### config.mk
export PLATFORM = sky130hd
export DESIGN_NAME = cpu_control_unit
export DESIGN_NICKNAME = d
export VERILOG_FILES = /design/src/rtl/cpu_control_unit.sv
export SDC_FILE = /design/constraint.sdc
export NUM_CORES = 1
export LEC_CHECK = 0
export BUFFER_PORTS_ARGS = -buffer_cell sky130_fd_sc_hd__buf_2
export CAP_MARGIN = 20
export CORE_MARGIN = 5
export CORE_UTILIZATION = 25
export DETAILED_ROUTE_END_ITERATION = 10
export PLACE_DENSITY = 0.56
export SYNTH_ARGS = -nofsm -noshare
export SYNTH_HDL_FRONTEND = slang
export SYNTH_SLANG_ARGS = --single-unit
export TNS_END_PERCENT = 30
### constraint.sdc
create_clock -name clock -period 4.3 [get_ports clock]
set_input_delay 0.215 -clock clock [delete_from_list [all_inputs] [get_ports clock]]
set_output_delay 0.215 -clock clock [all_outputs]
set_load 0.1 [all_outputs]
### src/rtl/cpu_control_unit.sv
// rtl/cpu_control_unit.sv - hardwired Moore fetch/execute sequencer for the 5-bit-opcode register-bus CPU
// All outputs decode from state_q and IR_data only; start, stop and con_ff_bit steer next state.
module cpu_control_unit #(
    parameter int         MEM_WAIT = 1,
    parameter logic [4:0] OP_ADD   = 5'b00011
) (
    input  logic        clock,
    input  logic        clear,
    input  logic [31:0] IR_data,
    input  logic        con_ff_bit,
    input  logic        stop,
    input  logic        start,
    output logic        IRin,
    output logic        PCin,
    output logic        RYin,
    output logic        RZin,
    output logic        MARin,
    output logic        MDRin,
    output logic        HIin,
    output logic        LOin,
    output logic        Outport_in,
    output logic        HIout,
    output logic        LOout,
    output logic        Zhi_out,
    output logic        Zlo_out,
    output logic        PCout,
    output logic        MDRout,
    output logic        Inport_out,
    output logic        Cout,
    output logic        Gra,
    output logic        Grb,
    output logic        Grc,
    output logic        Rin,
    output logic        Rout,
    output logic        BAout,
    output logic        CONin,
    output logic        jump_n_link,
    output logic        IncPC,
    output logic [4:0]  opcode,
    output logic        Mem_read,
    output logic        Mem_write,
    output logic        run,
    output logic        illegal
);

    localparam logic [4:0] OPC_LD   = 5'd0;
    localparam logic [4:0] OPC_LDI  = 5'd1;
    localparam logic [4:0] OPC_ST   = 5'd2;
    localparam logic [4:0] OPC_ADD  = 5'd3;
    localparam logic [4:0] OPC_SHL  = 5'd11;
    localparam logic [4:0] OPC_ADDI = 5'd12;
    localparam logic [4:0] OPC_ORI  = 5'd14;
    localparam logic [4:0] OPC_DIV  = 5'd15;
    localparam logic [4:0] OPC_MUL  = 5'd16;
    localparam logic [4:0] OPC_NEG  = 5'd17;
    localparam logic [4:0] OPC_NOT  = 5'd18;
    localparam logic [4:0] OPC_BR   = 5'd19;
    localparam logic [4:0] OPC_JR   = 5'd20;
    localparam logic [4:0] OPC_JAL  = 5'd21;
    localparam logic [4:0] OPC_IN   = 5'd22;
    localparam logic [4:0] OPC_OUT  = 5'd23;
    localparam logic [4:0] OPC_MFHI = 5'd24;
    localparam logic [4:0] OPC_MFLO = 5'd25;
    localparam logic [4:0] OPC_NOP  = 5'd26;
    localparam logic [4:0] OPC_HALT = 5'd27;

    localparam logic [2:0] WAIT_LOAD = 3'(MEM_WAIT);

    typedef enum logic [3:0] {
        S_RST, S_T0, S_T1, S_TW, S_T2, S_T3,
        S_E3, S_E4, S_E5, S_E6, S_E6_BR_T, S_LD_W, S_E7, S_ST_W, S_E8,
        S_HALTED
    } state_e;

    state_e     state_q, state_d;
    state_e     done_state;
    logic [2:0] wait_cnt_q, wait_cnt_d;
    logic       illegal_q, illegal_d;
    logic       wait_last;

    logic [4:0] op;
    logic is_ld, is_ldi, is_st, is_alu3, is_imm, is_muldiv, is_unary;
    logic is_br, is_jr, is_jal, is_in, is_out, is_mfhi, is_mflo, is_nop;
    logic is_halt, is_bad, is_single;
    logic unused_ir;

    assign op        = IR_data[31:27];
    assign unused_ir = ^IR_data[26:0];
    assign is_ld     = (op == OPC_LD);
    assign is_ldi    = (op == OPC_LDI);
    assign is_st     = (op == OPC_ST);
    assign is_alu3   = (op >= OPC_ADD) && (op <= OPC_SHL);
    assign is_imm    = (op >= OPC_ADDI) && (op <= OPC_ORI);
    assign is_muldiv = (op == OPC_DIV) || (op == OPC_MUL);
    assign is_unary  = (op == OPC_NEG) || (op == OPC_NOT);
    assign is_br     = (op == OPC_BR);
    assign is_jr     = (op == OPC_JR);
    assign is_jal    = (op == OPC_JAL);
    assign is_in     = (op == OPC_IN);
    assign is_out    = (op == OPC_OUT);
    assign is_mfhi   = (op == OPC_MFHI);
    assign is_mflo   = (op == OPC_MFLO);
    assign is_nop    = (op == OPC_NOP);
    assign is_halt   = (op == OPC_HALT);
    assign is_bad    = (op[4:2] == 3'b111);
    assign is_single = is_jr | is_in | is_out | is_mfhi | is_mflo | is_nop;

    // stop only matters when an instruction retires
    assign done_state = stop ? S_HALTED : S_T0;
    assign wait_last  = (wait_cnt_q <= 3'd1);
    assign illegal    = illegal_q;

    always_ff @(posedge clock) begin
        if (clear) begin
            state_q    <= S_RST;
            wait_cnt_q <= 3'd0;
            illegal_q  <= 1'b0;
        end else begin
            state_q    <= state_d;
            wait_cnt_q <= wait_cnt_d;
            illegal_q  <= illegal_d;
        end
    end

    always_comb begin
        state_d    = state_q;
        wait_cnt_d = wait_cnt_q;
        illegal_d  = illegal_q;
        if (state_q == S_TW || state_q == S_LD_W || state_q == S_ST_W) begin
            wait_cnt_d = wait_last ? 3'd0 : wait_cnt_q - 3'd1;
        end
        case (state_q)
            S_RST: state_d = S_T0;
            S_T0:  state_d = S_T1;
            S_T1: begin
                if (MEM_WAIT == 0) begin
                    state_d = S_T2;
                end else begin
                    state_d    = S_TW;
                    wait_cnt_d = WAIT_LOAD;
                end
            end
            S_TW:  if (wait_last) state_d = S_T2;
            S_T2:  state_d = S_T3;
            S_T3:  state_d = S_E3;
            S_E3: begin
                if (is_bad) begin
                    state_d   = S_HALTED;
                    illegal_d = 1'b1;
                end else if (is_halt) begin
                    state_d = S_HALTED;
                end else if (is_single) begin
                    state_d = done_state;
                end else begin
                    state_d = S_E4;
                end
            end
            S_E4: state_d = (is_unary || is_jal) ? done_state : S_E5;
            S_E5: begin
                if (is_alu3 || is_imm || is_ldi) begin
                    state_d = done_state;
                end else if (is_br) begin
                    state_d = con_ff_bit ? S_E6_BR_T : S_E6;
                end else begin
                    state_d = S_E6;
                end
            end
            S_E6: begin
                if (is_muldiv || is_br) begin
                    state_d = done_state;
                end else if (is_ld && MEM_WAIT != 0) begin
                    state_d    = S_LD_W;
                    wait_cnt_d = WAIT_LOAD;
                end else begin
                    state_d = S_E7;
                end
            end
            S_LD_W: if (wait_last) state_d = S_E7;
            S_E7: begin
                if (is_ld) begin
                    state_d = S_E8;
                end else if (MEM_WAIT != 0) begin
                    state_d    = S_ST_W;
                    wait_cnt_d = WAIT_LOAD;
                end else begin
                    state_d = done_state;
                end
            end
            S_ST_W:    if (wait_last) state_d = done_state;
            S_E8:      state_d = done_state;
            S_E6_BR_T: state_d = done_state;
            S_HALTED:  if (start) state_d = S_T0;
            default:   state_d = S_RST;
        endcase
    end

    always_comb begin
        {IRin, PCin, RYin, RZin, MARin, MDRin, HIin, LOin, Outport_in} = '0;
        {HIout, LOout, Zhi_out, Zlo_out, PCout, MDRout, Inport_out, Cout} = '0;
        {Gra, Grb, Grc, Rin, Rout, BAout, CONin, jump_n_link} = '0;
        IncPC     = 1'b0;
        Mem_read  = 1'b0;
        Mem_write = 1'b0;
        opcode    = OP_ADD;
        run       = 1'b1;
        case (state_q)
            S_RST: begin
                run    = 1'b0;
                opcode = 5'd0;
            end
            S_HALTED: run = 1'b0;
            S_T0: begin
                PCout = 1'b1; MARin = 1'b1; IncPC = 1'b1; RZin = 1'b1;
            end
            S_T1: begin
                Zlo_out = 1'b1; PCin = 1'b1; Mem_read = 1'b1;
            end
            S_TW: Mem_read = 1'b1;
            S_T2: begin
                Mem_read = 1'b1; MDRin = 1'b1;
            end
            S_T3: begin
                MDRout = 1'b1; IRin = 1'b1;
            end
            S_E3: begin
                if (is_alu3 || is_imm) begin
                    Grb = 1'b1; Rout = 1'b1; RYin = 1'b1;
                end else if (is_muldiv) begin
                    Gra = 1'b1; Rout = 1'b1; RYin = 1'b1;
                end else if (is_unary) begin
                    Grb = 1'b1; Rout = 1'b1; opcode = op; RZin = 1'b1;
                end else if (is_ld || is_ldi || is_st) begin
                    Grb = 1'b1; Rout = 1'b1; BAout = 1'b1; RYin = 1'b1;
                end else if (is_br) begin
                    Gra = 1'b1; Rout = 1'b1; CONin = 1'b1;
                end else if (is_jr) begin
                    Gra = 1'b1; Rout = 1'b1; PCin = 1'b1;
                end else if (is_jal) begin
                    PCout = 1'b1; jump_n_link = 1'b1;
                end else if (is_in) begin
                    Inport_out = 1'b1; Gra = 1'b1; Rin = 1'b1;
                end else if (is_out) begin
                    Gra = 1'b1; Rout = 1'b1; Outport_in = 1'b1;
                end else if (is_mfhi) begin
                    HIout = 1'b1; Gra = 1'b1; Rin = 1'b1;
                end else if (is_mflo) begin
                    LOout = 1'b1; Gra = 1'b1; Rin = 1'b1;
                end
            end
            S_E4: begin
                if (is_alu3) begin
                    Grc = 1'b1; Rout = 1'b1; opcode = op; RZin = 1'b1;
                end else if (is_imm) begin
                    Cout = 1'b1; opcode = op; RZin = 1'b1;
                end else if (is_muldiv) begin
                    Grb = 1'b1; Rout = 1'b1; opcode = op; RZin = 1'b1;
                end else if (is_unary) begin
                    Zlo_out = 1'b1; Gra = 1'b1; Rin = 1'b1;
                end else if (is_ld || is_ldi || is_st) begin
                    Cout = 1'b1; RZin = 1'b1;
                end else if (is_br) begin
                    PCout = 1'b1; RYin = 1'b1;
                end else if (is_jal) begin
                    Gra = 1'b1; Rout = 1'b1; PCin = 1'b1;
                end
            end
            S_E5: begin
                if (is_alu3 || is_imm || is_ldi) begin
                    Zlo_out = 1'b1; Gra = 1'b1; Rin = 1'b1;
                end else if (is_muldiv) begin
                    Zlo_out = 1'b1; LOin = 1'b1;
                end else if (is_ld || is_st) begin
                    Zlo_out = 1'b1; MARin = 1'b1;
                end else if (is_br) begin
                    Cout = 1'b1; RZin = 1'b1;
                end
            end
            S_E6: begin
                if (is_muldiv) begin
                    Zhi_out = 1'b1; HIin = 1'b1;
                end else if (is_ld) begin
                    Mem_read = 1'b1;
                end else if (is_st) begin
                    Gra = 1'b1; Rout = 1'b1; MDRin = 1'b1;
                end else if (is_br) begin
                    Zlo_out = 1'b1;
                end
            end
            S_E6_BR_T: begin
                Zlo_out = 1'b1; PCin = 1'b1;
            end
            S_LD_W: Mem_read = 1'b1;
            S_E7: begin
                if (is_ld) begin
                    Mem_read = 1'b1; MDRin = 1'b1;
                end else begin
                    Mem_write = 1'b1;
                end
            end
            S_ST_W: Mem_write = 1'b1;
            S_E8: begin
                MDRout = 1'b1; Gra = 1'b1; Rin = 1'b1;
            end
            default: ;
        endcase
    end

endmodule
==> impl_metrics.py <==
metrics = {
    "setup_path": {
        "worst_path_max_fanout": 25,
        "crit_path_start_kind": "flip-flop",
        "crit_path_end_kind": "output port",
        "worst_ep_required_time_ns": 4.09,
        "crit_type": "reg -> out",
        "cp.arrival_ns": 2.53,
    },
    "sta": {
        "clock.fmax_ghz": 0.364,
        "rsz0062_at_grt": "no",
        "timing_worst_slew_pin_value_ns": 0.830,
        "report.final.hold_viol_count": 0,
        "timing.slew.headroom": 0.446,
        "hold_slack_ns": 0.303,
        "finalClockSkew_ns": 0.00331,
        "final_period_minus_worst_setup_slack_ns": 2.75,
        "finalSetupViolCount": 0,
        "timing.final.crit_share": 0.639,
        "slew_viol_final": 0,
    },
    "clock_tree": {
        "htreeDepth": 1,
        "cts.sinks": 8,
        "cts-resized-gates": 0,
        "cts_setup_buffers": 0,
        "cts_buffers": 3,
        "clock_tree_root_driver_cell": "sky130_fd_sc_hd__clkbuf_8",
        "ctsLongestPathBuffers": 2,
        "clk_pin_slew_ns": 0.04,
        "cts_tree": "yes",
        "worst_skew_pair.late_latency_ns": 0.23,
        "holdBufCountCts": 0,
    },
    "global_route": {
        "grt_remaining_overflow": 0,
        "grt-busiest-layer": "met2",
        "first_global_vias": 1804,
        "grt_antenna_before_repair": 0,
        "pin_count_of_the_biggest_net_entering_global_routing": 35,
        "global_route.usage.met3": 0.0219,
        "grt_util_met2": 0.207,
        "grt_first_pass_wirelength_mm": 9.05,
        "grt_util_met1": 0.204,
        "gr-usage-all-layers": 0.137,
    },
    "drt": {
        "vias_per_cell": 5.72,
        "dr_total_vias": 2029,
        "detail_route.wl_per_cell_um": 15.8,
        "route.antenna.remaining_nets": 0,
        "finalWirelength_mm": 5.61,
        "dr.first_iter.drc_count": 181,
        "drtPass1Iterations": 5,
        "route.detailed.drc": 0,
    },
    "power_and_ir_drop": {
        "internal_power_uw": 184,
        "p_comb_frac": 0.524,
        "sw_frac_of_total": 0.513,
        "leakagePower_nw": 0.714,
        "switching_power_total_uw": 194,
        "peakVddDrop_v": 0.000138,
        "pwr-share-clk": 0.238,
        "pwr-share-seq": 0.238,
        "power_per_cell_area_nw_per_um2": 203,
    },
    "final_layout": {
        "post-route-util": 0.296,
        "final-instance-count-excl-fill": 355,
        "insertedDiodeCount": 0,
        "most_frequent_cells_in_the_layout": "44 x sky130_fd_sc_hd__buf_2, 26 x sky130_fd_sc_hd__a21oi_1, 24 x sky130_fd_sc_hd__nand2_1, 24 x sky130_fd_sc_hd__nor2_1, 13 x sky130_fd_sc_hd__nor2b_1",
        "most_common_library_cell_in_the_layout_ignoring_fill_and_taps": "sky130_fd_sc_hd__buf_2",
        "post_route_cells_drive_above_1_share": 0.230,
        "syn_to_final_growth_pct": 17.0,
        "fin_nets": 319,
    },
    "yosys": {
        "asyncSetResetFlopFracSynth": 0,
        "synth.cell_area_sq_um": 1590,
        "synth-warning-count": 0,
        "netlist.area_leader.share": 0.101,
        "avgSynthCellArea_sq_um": 6.25,
        "synth-compound-area-share": 0.373,
        "distinct_cell_type_count_after_synthesis": 60,
        "synth-seq-cells": 8,
        "post_synth_main_area_contributors": "sky130_fd_sc_hd__dfxtp_1 10%, sky130_fd_sc_hd__a21oi_1 8.2%, sky130_fd_sc_hd__nand2_1 5.7%",
        "netlist.top_cell.by_area": "sky130_fd_sc_hd__dfxtp_1",
        "synth_ff_type": "sky130_fd_sc_hd__dfxtp_1",
        "yosys.area_share.adder": 0.0158,
        "synthSimpleGateAreaFrac": 0.415,
        "yosys-mux-area-fraction": 0,
        "synth_top_family_by_area": "simple AND/OR/NAND/NOR gates",
        "mappedNetlistNets": 293,
        "seq_area_frac_synth": 0.101,
        "synthCells": 254,
        "synth_xor_xnor_area_share": 0.00552,
        "synth-edff-count": 0,
    },
    "worst_hold_path": {
        "worstHoldPathType": "in -> reg",
    },
    "placed_design": {
        "placed_cells_incl_taps": 352,
        "dp_hpwl_mm": 4.10,
        "routability_congestion_estimate_from_global_placement": 0.856,
        "port_buffers": 44,
    },
    "die": {
        "placement_rows": 29,
        "boundaryPins": 72,
        "initial_core_utilization": 0.253,
        "design.die.area_sq_um": 8040,
        "dieWidth_um": 89.7,
        "core_sq_um": 6280,
        "die_height_um": 89.7,
    },
    "run_status": {
        "outcome": "finished, final reports clean",
    },
    "job": {
        "drv.max_cap_violation_count": 0,
    },
}
==> cell usage after synthesis (3+ instances only) <==
library cell,n
sky130_fd_sc_hd__a31oi_1,5
sky130_fd_sc_hd__nor4_1,7
sky130_fd_sc_hd__nand2b_1,7
sky130_fd_sc_hd__o31ai_1,3
sky130_fd_sc_hd__o2111ai_1,3
sky130_fd_sc_hd__a211oi_1,3
sky130_fd_sc_hd__nor2_1,24
sky130_fd_sc_hd__nor2b_1,13
sky130_fd_sc_hd__nand3_1,10
sky130_fd_sc_hd__o22ai_1,8
sky130_fd_sc_hd__clkbuf_1,16
sky130_fd_sc_hd__inv_1,8
sky130_fd_sc_hd__and2_1,4
sky130_fd_sc_hd__buf_2,3
sky130_fd_sc_hd__nand2_1,24
sky130_fd_sc_hd__a21oi_1,26
sky130_fd_sc_hd__o21ai_0,10
sky130_fd_sc_hd__o21a_1,3
sky130_fd_sc_hd__nor3_1,11
sky130_fd_sc_hd__buf_1,4
sky130_fd_sc_hd__or2_2,4
sky130_fd_sc_hd__nand4_1,4
sky130_fd_sc_hd__dfxtp_1,8
==> critical path, cell delays in order (launching register included) <==
cell and delay [ns]:
sky130_fd_sc_hd__dfxtp_1 0.85, sky130_fd_sc_hd__nor2b_1 0.36, sky130_fd_sc_hd__nand2_1 0.28, sky130_fd_sc_hd__a2111oi_2 0.32, sky130_fd_sc_hd__buf_2 0.48
==> metrics by stage <==
stage	power [mW]	setup WS (ns)	area (sq um)	setup TNS (ns)
finish	0.378	1.55	1860	0
global route	0.399	1.37	1860	0
CTS	0.379	1.55	1860	0
detailed placement	0.287	1.79	1820	0
global placement	0.287	1.75	1820	0
floorplan	0.253	-0.0999	1590	-0.0999
==> area by class of cell <==
type | instances | area (sq um)
multi-input cells | 212 | 1290
fillers | 711 | 4420
clock buffers | 3 | 41.3
repair buffers | 46 | 235
well taps | 77 | 96.3
flip-flops and latches | 8 | 160
inverters | 9 | 33.8
==> cell families after synthesis <==
family | count (synthesis)
AOI/OAI and AO/OA | 87
DFF | 8
adders and majority gates | 2
buffers and inverters | 34
and+or+nand+nor | 122
xor gates and xnor gates | 1
==> final timing paths <==
path	from	end	slack (ns)	cells past startpoint
worst max-delay path	state_q[0]	Grc	1.55	4
worst min-delay path	clear	illegal	0.30	2
worst max register to register	state_q[0]	state_q[2]	2.02	5
worst min register to register	illegal	illegal	0.47	2
==> registers in the layout, summed over array words and instances, names as in the netlist <==
signal and count:
state_q 4, illegal 1, wait_cnt_q 3
==> power by group through the flow <==
| stage | Clock [mW] | Sequential, mW | Combinational [mW] |
|---|---|---|---|
| 2_1_floorplan | 0 | 0.0807 | 0.173 |
| 3_3_place_gp | 0 | 0.0908 | 0.196 |
| 3_5_place_dp | 0 | 0.0910 | 0.197 |
| 4_1_cts | 0.0924 | 0.0896 | 0.197 |
| 5_1_grt | 0.0969 | 0.0916 | 0.211 |
| 6_report | 0.0899 | 0.0898 | 0.198 |
==> per-layer routing <==
layer  vias up  share of wire
li1        995              -
met1       911           0.47
met2       114           0.42
met3         9           0.11
met4         0          0.010
met5         -              0
(Power assumes the default switching activity.)
